==> config.mk <==
export PLATFORM = sky130hd
export DESIGN_NAME = lvt_table_4port
export DESIGN_NICKNAME = d
export VERILOG_FILES = /design/src/rtl/lvt_table_4port.sv
export SDC_FILE = /design/constraint.sdc
export NUM_CORES = 1
export LEC_CHECK = 0
export BUFFER_PORTS_ARGS = -buffer_cell sky130_fd_sc_hd__buf_2
export CORE_UTILIZATION = 60
export CTS_BUF_LIST = sky130_fd_sc_hd__clkbuf_2 sky130_fd_sc_hd__clkbuf_4 sky130_fd_sc_hd__clkbuf_8
export CTS_CLUSTER_DIAMETER = 50
export DETAILED_ROUTE_END_ITERATION = 12
export GPL_ROUTABILITY_DRIVEN = 1
export PLACE_DENSITY = 0.81
export SETUP_SLACK_MARGIN = 0.05
export SLEW_MARGIN = 20
export SYNTH_ARGS = -nofsm -noshare
export SYNTH_HDL_FRONTEND = slang
export SYNTH_SLANG_ARGS = --single-unit
==> constraint.sdc <==
create_clock -name clk -period 14.5 [get_ports clk]
set_input_delay 3.625 -clock clk [delete_from_list [all_inputs] [get_ports clk]]
set_output_delay 3.625 -clock clk [all_outputs]
set_load 0.02 [all_outputs]
==> src/rtl/lvt_table_4port.sv <==
// Live value table for the 4-port multiported data cache.
// Each entry records which accelerator port last wrote that word address.
// Read results are registered, so they line up with the one-cycle data-bank BRAM reads.
module lvt_table_4port #(
    parameter int ADDR_W  = 6,
    parameter int ENTRY_W = 2,
    parameter int NPORTS  = 4
) (
    input  logic                      clk,
    input  logic                      reset,
    input  logic                      flush,
    input  logic [NPORTS-1:0]         wr_en,
    input  logic [NPORTS*ADDR_W-1:0]  wr_addr,
    input  logic [NPORTS-1:0]         rd_en,
    input  logic [NPORTS*ADDR_W-1:0]  rd_addr,
    output logic [NPORTS*ENTRY_W-1:0] rd_sel,
    output logic [NPORTS-1:0]         rd_valid,
    output logic                      wr_conflict
);

    localparam int unsigned DEPTH = 2 ** ADDR_W;

    logic [ENTRY_W-1:0] lvt_q [DEPTH];
    logic [ENTRY_W-1:0] lvt_d [DEPTH];
    logic               collision;

    // Next table contents. Flush clears everything and masks writes.
    // Ports are applied in ascending order, so the highest index wins a collision.
    // Reads index this next-state view, which gives write-first forwarding.
    always_comb begin
        lvt_d = lvt_q;
        if (flush) begin
            for (int unsigned a = 0; a < DEPTH; a++) begin
                lvt_d[a] = '0;
            end
        end else begin
            for (int unsigned k = 0; k < NPORTS; k++) begin
                if (wr_en[k]) begin
                    lvt_d[wr_addr[k*ADDR_W +: ADDR_W]] = ENTRY_W'(k);
                end
            end
        end
    end

    // Flag any pair of enabled write ports that target the same address.
    always_comb begin
        collision = 1'b0;
        for (int unsigned i = 0; i < NPORTS; i++) begin
            for (int unsigned j = i + 1; j < NPORTS; j++) begin
                if (wr_en[i] && wr_en[j] &&
                    (wr_addr[i*ADDR_W +: ADDR_W] == wr_addr[j*ADDR_W +: ADDR_W])) begin
                    collision = 1'b1;
                end
            end
        end
    end

    // Table state plus the registered read results and conflict pulse.
    always_ff @(posedge clk or posedge reset) begin
        if (reset) begin
            lvt_q       <= '{default: '0};
            rd_sel      <= '0;
            rd_valid    <= '0;
            wr_conflict <= 1'b0;
        end else begin
            lvt_q <= lvt_d;
            for (int unsigned k = 0; k < NPORTS; k++) begin
                if (rd_en[k]) begin
                    rd_sel[k*ENTRY_W +: ENTRY_W] <= lvt_d[rd_addr[k*ADDR_W +: ADDR_W]];
                end
            end
            rd_valid    <= rd_en;
            wr_conflict <= collision & ~flush;
        end
    end

endmodule

-- Word-level counts from Yosys, hierarchy flattened
Index checks and enable logic that the tools add are counted.
- register bits: 141
- input bits: 59
- output and inout port bits: 13
- logic and storage cells: 157
- order comparisons: 12
- equal/unequal tests: 6
- mux-type cells: 34
- bitwise gates (word level): 19
- reduce and logical (&&, ||, !) cells: 16
- operators with widths (cell ; count):
    128-bit two-way mux ; 8
    128-bit bitwise AND ; 1
    64-bit bitwise AND ; 2
    128-bit inverter ; 1
    64-bit inverter ; 2
    128-bit OR ; 1
    64-bit OR ; 2
    7-bit >= comparator, second input constant ; 8
    6-bit inverter with 7-bit output ; 8
    2-bit binary-select mux with 6-bit select ; 4
    2-bit demux with 6-bit select ; 4
    6-bit equality test ; 6
    7-bit by 1-bit less-than comparator with 1-bit output, second input constant ; 4
    2-bit two-way mux ; 12
    1-bit logical AND ; 16
    1-bit two-way mux ; 6
    1-bit bitwise AND ; 1
    1-bit inverter ; 1

-- Logic depth before layout (Yosys ltp)
- depth in word-level cells: 21
- gate-level depth with buffers: 11
- gate-level depth less buffers: 8

-- Worst setup path before layout
No wires, ideal clock.
- path kind: input to register
- from: input wr_addr[14]
- to: register rd_sel[0]
- library setup time: 0.120 ns
- data arrival time: 5.934 ns
- data required time: 14.380 ns
- path slack: 8.446 ns
- cell stages on the path: 10
- buffers on the path: 2
- cells stage by stage: buf_2 -> or4b_4 -> buf_6 -> a211oi_4 -> a211oi_2 -> mux4_2 -> or4b_1 -> o31ai_1 -> o41ai_1 -> a41o_1
- RTL lines (what ; line ; text):
    start: declaration ; 13 ; input logic [NPORTS*ADDR_W-1:0] wr_addr,
    end signal: indexed assignment ; 69 ; rd_sel[k*ENTRY_W +: ENTRY_W] <= lvt_d[rd_addr[k*ADDR_W +: ADDR_W]];
    end: declaration ; 16 ; output logic [NPORTS*ENTRY_W-1:0] rd_sel,

==> flow_metrics.py <==
metrics = {
    "outcome": {
        "status": "finished clean",
    },
    "place": {
        "io_buffers": 71,
        "placedCellCount": 1645,
        "place_congestion": 1.064,
        "dp_worst_setup_slack_ps": 7318,
        "dp_hpwl_mm": 42.66,
    },
    "finish": {
        "drive_above_1_share_pct": 19.83,
        "layout_commonest_cell": "dfrtp_1",
        "fillCellCount": 1850,
        "antenna_cells": 0,
        "finalCoreUtilization_pct": 63.98,
        "synthToLayoutAreaGrowth_pct": 2.990,
        "fin_cells": 1677,
        "final_nets": 1443,
        "final_cell_mix": "dfrtp_1 (141), nand2_1 (126), mux4_2 (82)",
    },
    "logic_synthesis": {
        "synth_top_family_by_area": "compound AO/OA/AOI/OAI gates",
        "synth_fa_ha_area_share_pct": 0,
        "yosys.area_share.simple_pct": 17.19,
        "ys_seq_area_share_pct": 25.71,
        "syn-cell-area_um2": 13720,
        "synth_edf_count": 0,
        "syn_inst": 1470,
        "synth_compound_area_share_pct": 28.22,
        "postSynthAreaPerCell_um2": 9.336,
        "synth_xor_area_share_pct": 2.297,
        "synth_nets": 1529,
        "synth_top_flop_cell": "dfrtp_1",
        "synth_mux_area_share_pct": 18.83,
        "yosys_register_bits": 141,
        "yosys_warnings": 0,
        "synthArstFlopShare_pct": 100.0,
        "synth_cell_types": 89,
    },
    "worst_setup_path": {
        "worstPathRequired_ps": 14870,
        "cpPeakStageDelay_ps": 1030,
        "cp_max_fo": 16,
        "endpoint_kind": "register",
        "crit_type": "in2reg",
        "crit_chain": "buf_2 > nand4b_1 > o21ai_0 > a311oi_1 > mux4_2 > nand2_1 > nor2_1 > or4_1 > a221o_1",
        "critPathSlowestCell": "nand4b_1",
        "crit_buf_inv": 1,
        "critical_path.top_delay_family": "simple AND/OR/NAND/NOR gates",
        "critPathArrivalTime_ps": 7210,
        "cp-start-kind": "input port",
    },
    "floorplanning": {
        "start_util_pct": 62.12,
        "die_width_um": 153.2,
        "fp.coreArea_um2": 22090,
        "die_area_um2": 23480,
        "die_h_um": 153.2,
        "std_cell_rows": 54,
        "num_io_pins": 72,
    },
    "clock_network": {
        "insertion_delay_ps": 500,
        "ctsHtreeMaxLevel": 4,
        "cts-resized-gates": 0,
        "cts_setup_buffers": 0,
        "holdBufCountCts": 0,
        "root_buffer": "clkbuf_8",
        "ctsLongestPathBuffers": 2,
        "cts_tree": "yes",
        "clk_pin_slew_ps": 90,
        "cts_buffers": 17,
        "numClockSinks": 141,
    },
    "power": {
        "powerDensity_nw_per_um2": 72.17,
        "p_leak_nw": 4.979,
        "power.total_mw": 1.020,
        "ir_drop_mv": 0.06743,
    },
    "detailed_routing": {
        "drtAntennaViolNets": 0,
        "drtIter0Drc": 2920,
        "vias": 15010,
        "wl_per_cell_um": 39.61,
        "routed_wl_mm": 66.42,
        "drt-pass1-iter-count": 7,
        "vias_per_cell": 8.948,
        "drc": 0,
    },
    "sta": {
        "setup_viol": 0,
        "tns_ps": 0,
        "fin_worst_skew_ps": 19.07,
        "finalCritPeriodShare_pct": 47.11,
        "hold_violations": 0,
        "tightest_slew_ps": 1249,
        "rsz0062_at_grt": "no",
        "maxSlewHeadroom_pct": 16.55,
        "drv_slew": 0,
        "finalWorstPathRequiredPeriod_ps": 6831,
        "layout_setup_ws_ps": 7669,
        "max_freq_mhz": 146.4,
    },
    "global_route": {
        "grt-ovfl-total": 0,
        "grt_max_degree": 76,
        "antenna_found_initial": 2,
        "grt_pass1_wl_mm": 96.35,
        "grt_usage_pct": 56.74,
        "grt_pass1_vias": 14030,
    },
    "job": {
        "maxCapViolations": 0,
    },
    "hold_path": {
        "hold_path.class": "reg2reg",
    },
}
through the flow:
stage / cell area, um2 / hold WS (ps)
finish: 14130 / 520.4
CTS: 14100 / 507.6
floorplan: 13720 / 544.6
detailed placement: 13680 / 486.1
global placement: 13680 / 493.2
global route: 14130 / 526.5
worst reg2reg max path, cell delays in order, from the launching register on:
cell	delay, ps
dfrtp_1	330
o21ai_0	80
a311oi_1	820
mux2_1	250
nor2_1	40
or4_1	520
a32o_1	290
o2111ai_1	100
path summary, 6_finish.rpt:
| check | startpoint | end | slack (ps) | cells after the start |
|---|---|---|---|---|
| worst max-delay path | wr_addr[0] | rd_sel[2] | 7670 | 9 |
| worst min-delay path | rd_sel[4] | rd_sel[4] | 520 | 2 |
| worst max register to register | lvt_q[72] | rd_sel[6] | 12000 | 7 |
| worst min register to register | rd_sel[4] | rd_sel[4] | 520 | 2 |
| max in group asynchronous | reset | lvt_q[15] | 9690 | 3 |
| min in group asynchronous | reset | lvt_q[123] | 3250 | 2 |
routing by layer:
layer  GRT usage, %  wire length, um
met5              0               27
met3          26.40            12210
met4          37.61             6193
met1          72.17            22520
met2          76.49            25470
kinds of logic (layout without fill, tap and decap cells):
family | after synthesis | after routing
AO/OA/AOI/OAI | 529 | 529
AND/OR/NAND/NOR | 394 | 394
buffers and inverters | 221 | 148
multiplexers | 149 | 149
flip-flops | 141 | 141
XOR/XNOR | 36 | 36
Yosys cell counts, types with 9 or more instances:
| cell | n | area, um2 |
|---|---|---|
| buf_1 | 20 | 75.07 |
| clkbuf_1 | 97 | 364.1 |
| xor2_1 | 12 | 105.1 |
| a311oi_1 | 29 | 254.0 |
| o21ai_0 | 76 | 380.4 |
| o221ai_1 | 68 | 595.6 |
| dfrtp_1 | 141 | 3528 |
| a31oi_1 | 49 | 306.5 |
| nand3_1 | 44 | 220.2 |
| inv_1 | 15 | 56.30 |
| xnor2_1 | 24 | 210.2 |
| nor3_1 | 19 | 95.09 |
| buf_6 | 12 | 135.1 |
| nand3b_1 | 13 | 97.59 |
| nor2b_1 | 20 | 125.1 |
| nor2_1 | 33 | 123.9 |
| buf_2 | 53 | 265.3 |
| a211oi_1 | 81 | 608.1 |
| and3_1 | 13 | 81.33 |
| mux4_2 | 82 | 1847 |
| mux2_2 | 14 | 157.7 |
| a21oi_1 | 52 | 260.3 |
| and4b_1 | 9 | 90.09 |
| and3b_1 | 9 | 78.83 |
| mux2i_1 | 49 | 490.5 |
| buf_4 | 18 | 135.1 |
| nor3b_1 | 11 | 82.58 |
| o211ai_1 | 23 | 172.7 |
| nand4bb_1 | 9 | 101.4 |
| nand2_1 | 126 | 473.0 |
| a22oi_1 | 72 | 540.5 |
| nand4_1 | 16 | 100.1 |
| a211oi_2 | 13 | 162.7 |
state kept, by name (all words and copies together), names as in the netlist:
signal and count:
lvt_q 128, wr_conflict 1, rd_sel 8, rd_valid 4
layout make-up:
| type | instances | area [um2] | share of cell area (%) |
|---|---|---|---|
| inverters | 15 | 61.31 | 0.4337 |
| multi-input cells | 1108 | 9191 | 65.03 |
| flip-flops and latches | 141 | 3528 | 24.96 |
| clock buffers | 18 | 247.7 | 1.753 |
| well taps | 280 | 350.3 | 2.479 |
| repair buffers | 101 | 583.1 | 4.125 |
| clock inverters | 14 | 172.7 | 1.222 |
power by group:
part,internal (mW),switching [mW]
registers,0.401,0.00470
clock network,0.165,0.200
logic,0.0672,0.182
No activity file was read; power rests on OpenSTA's default activity.
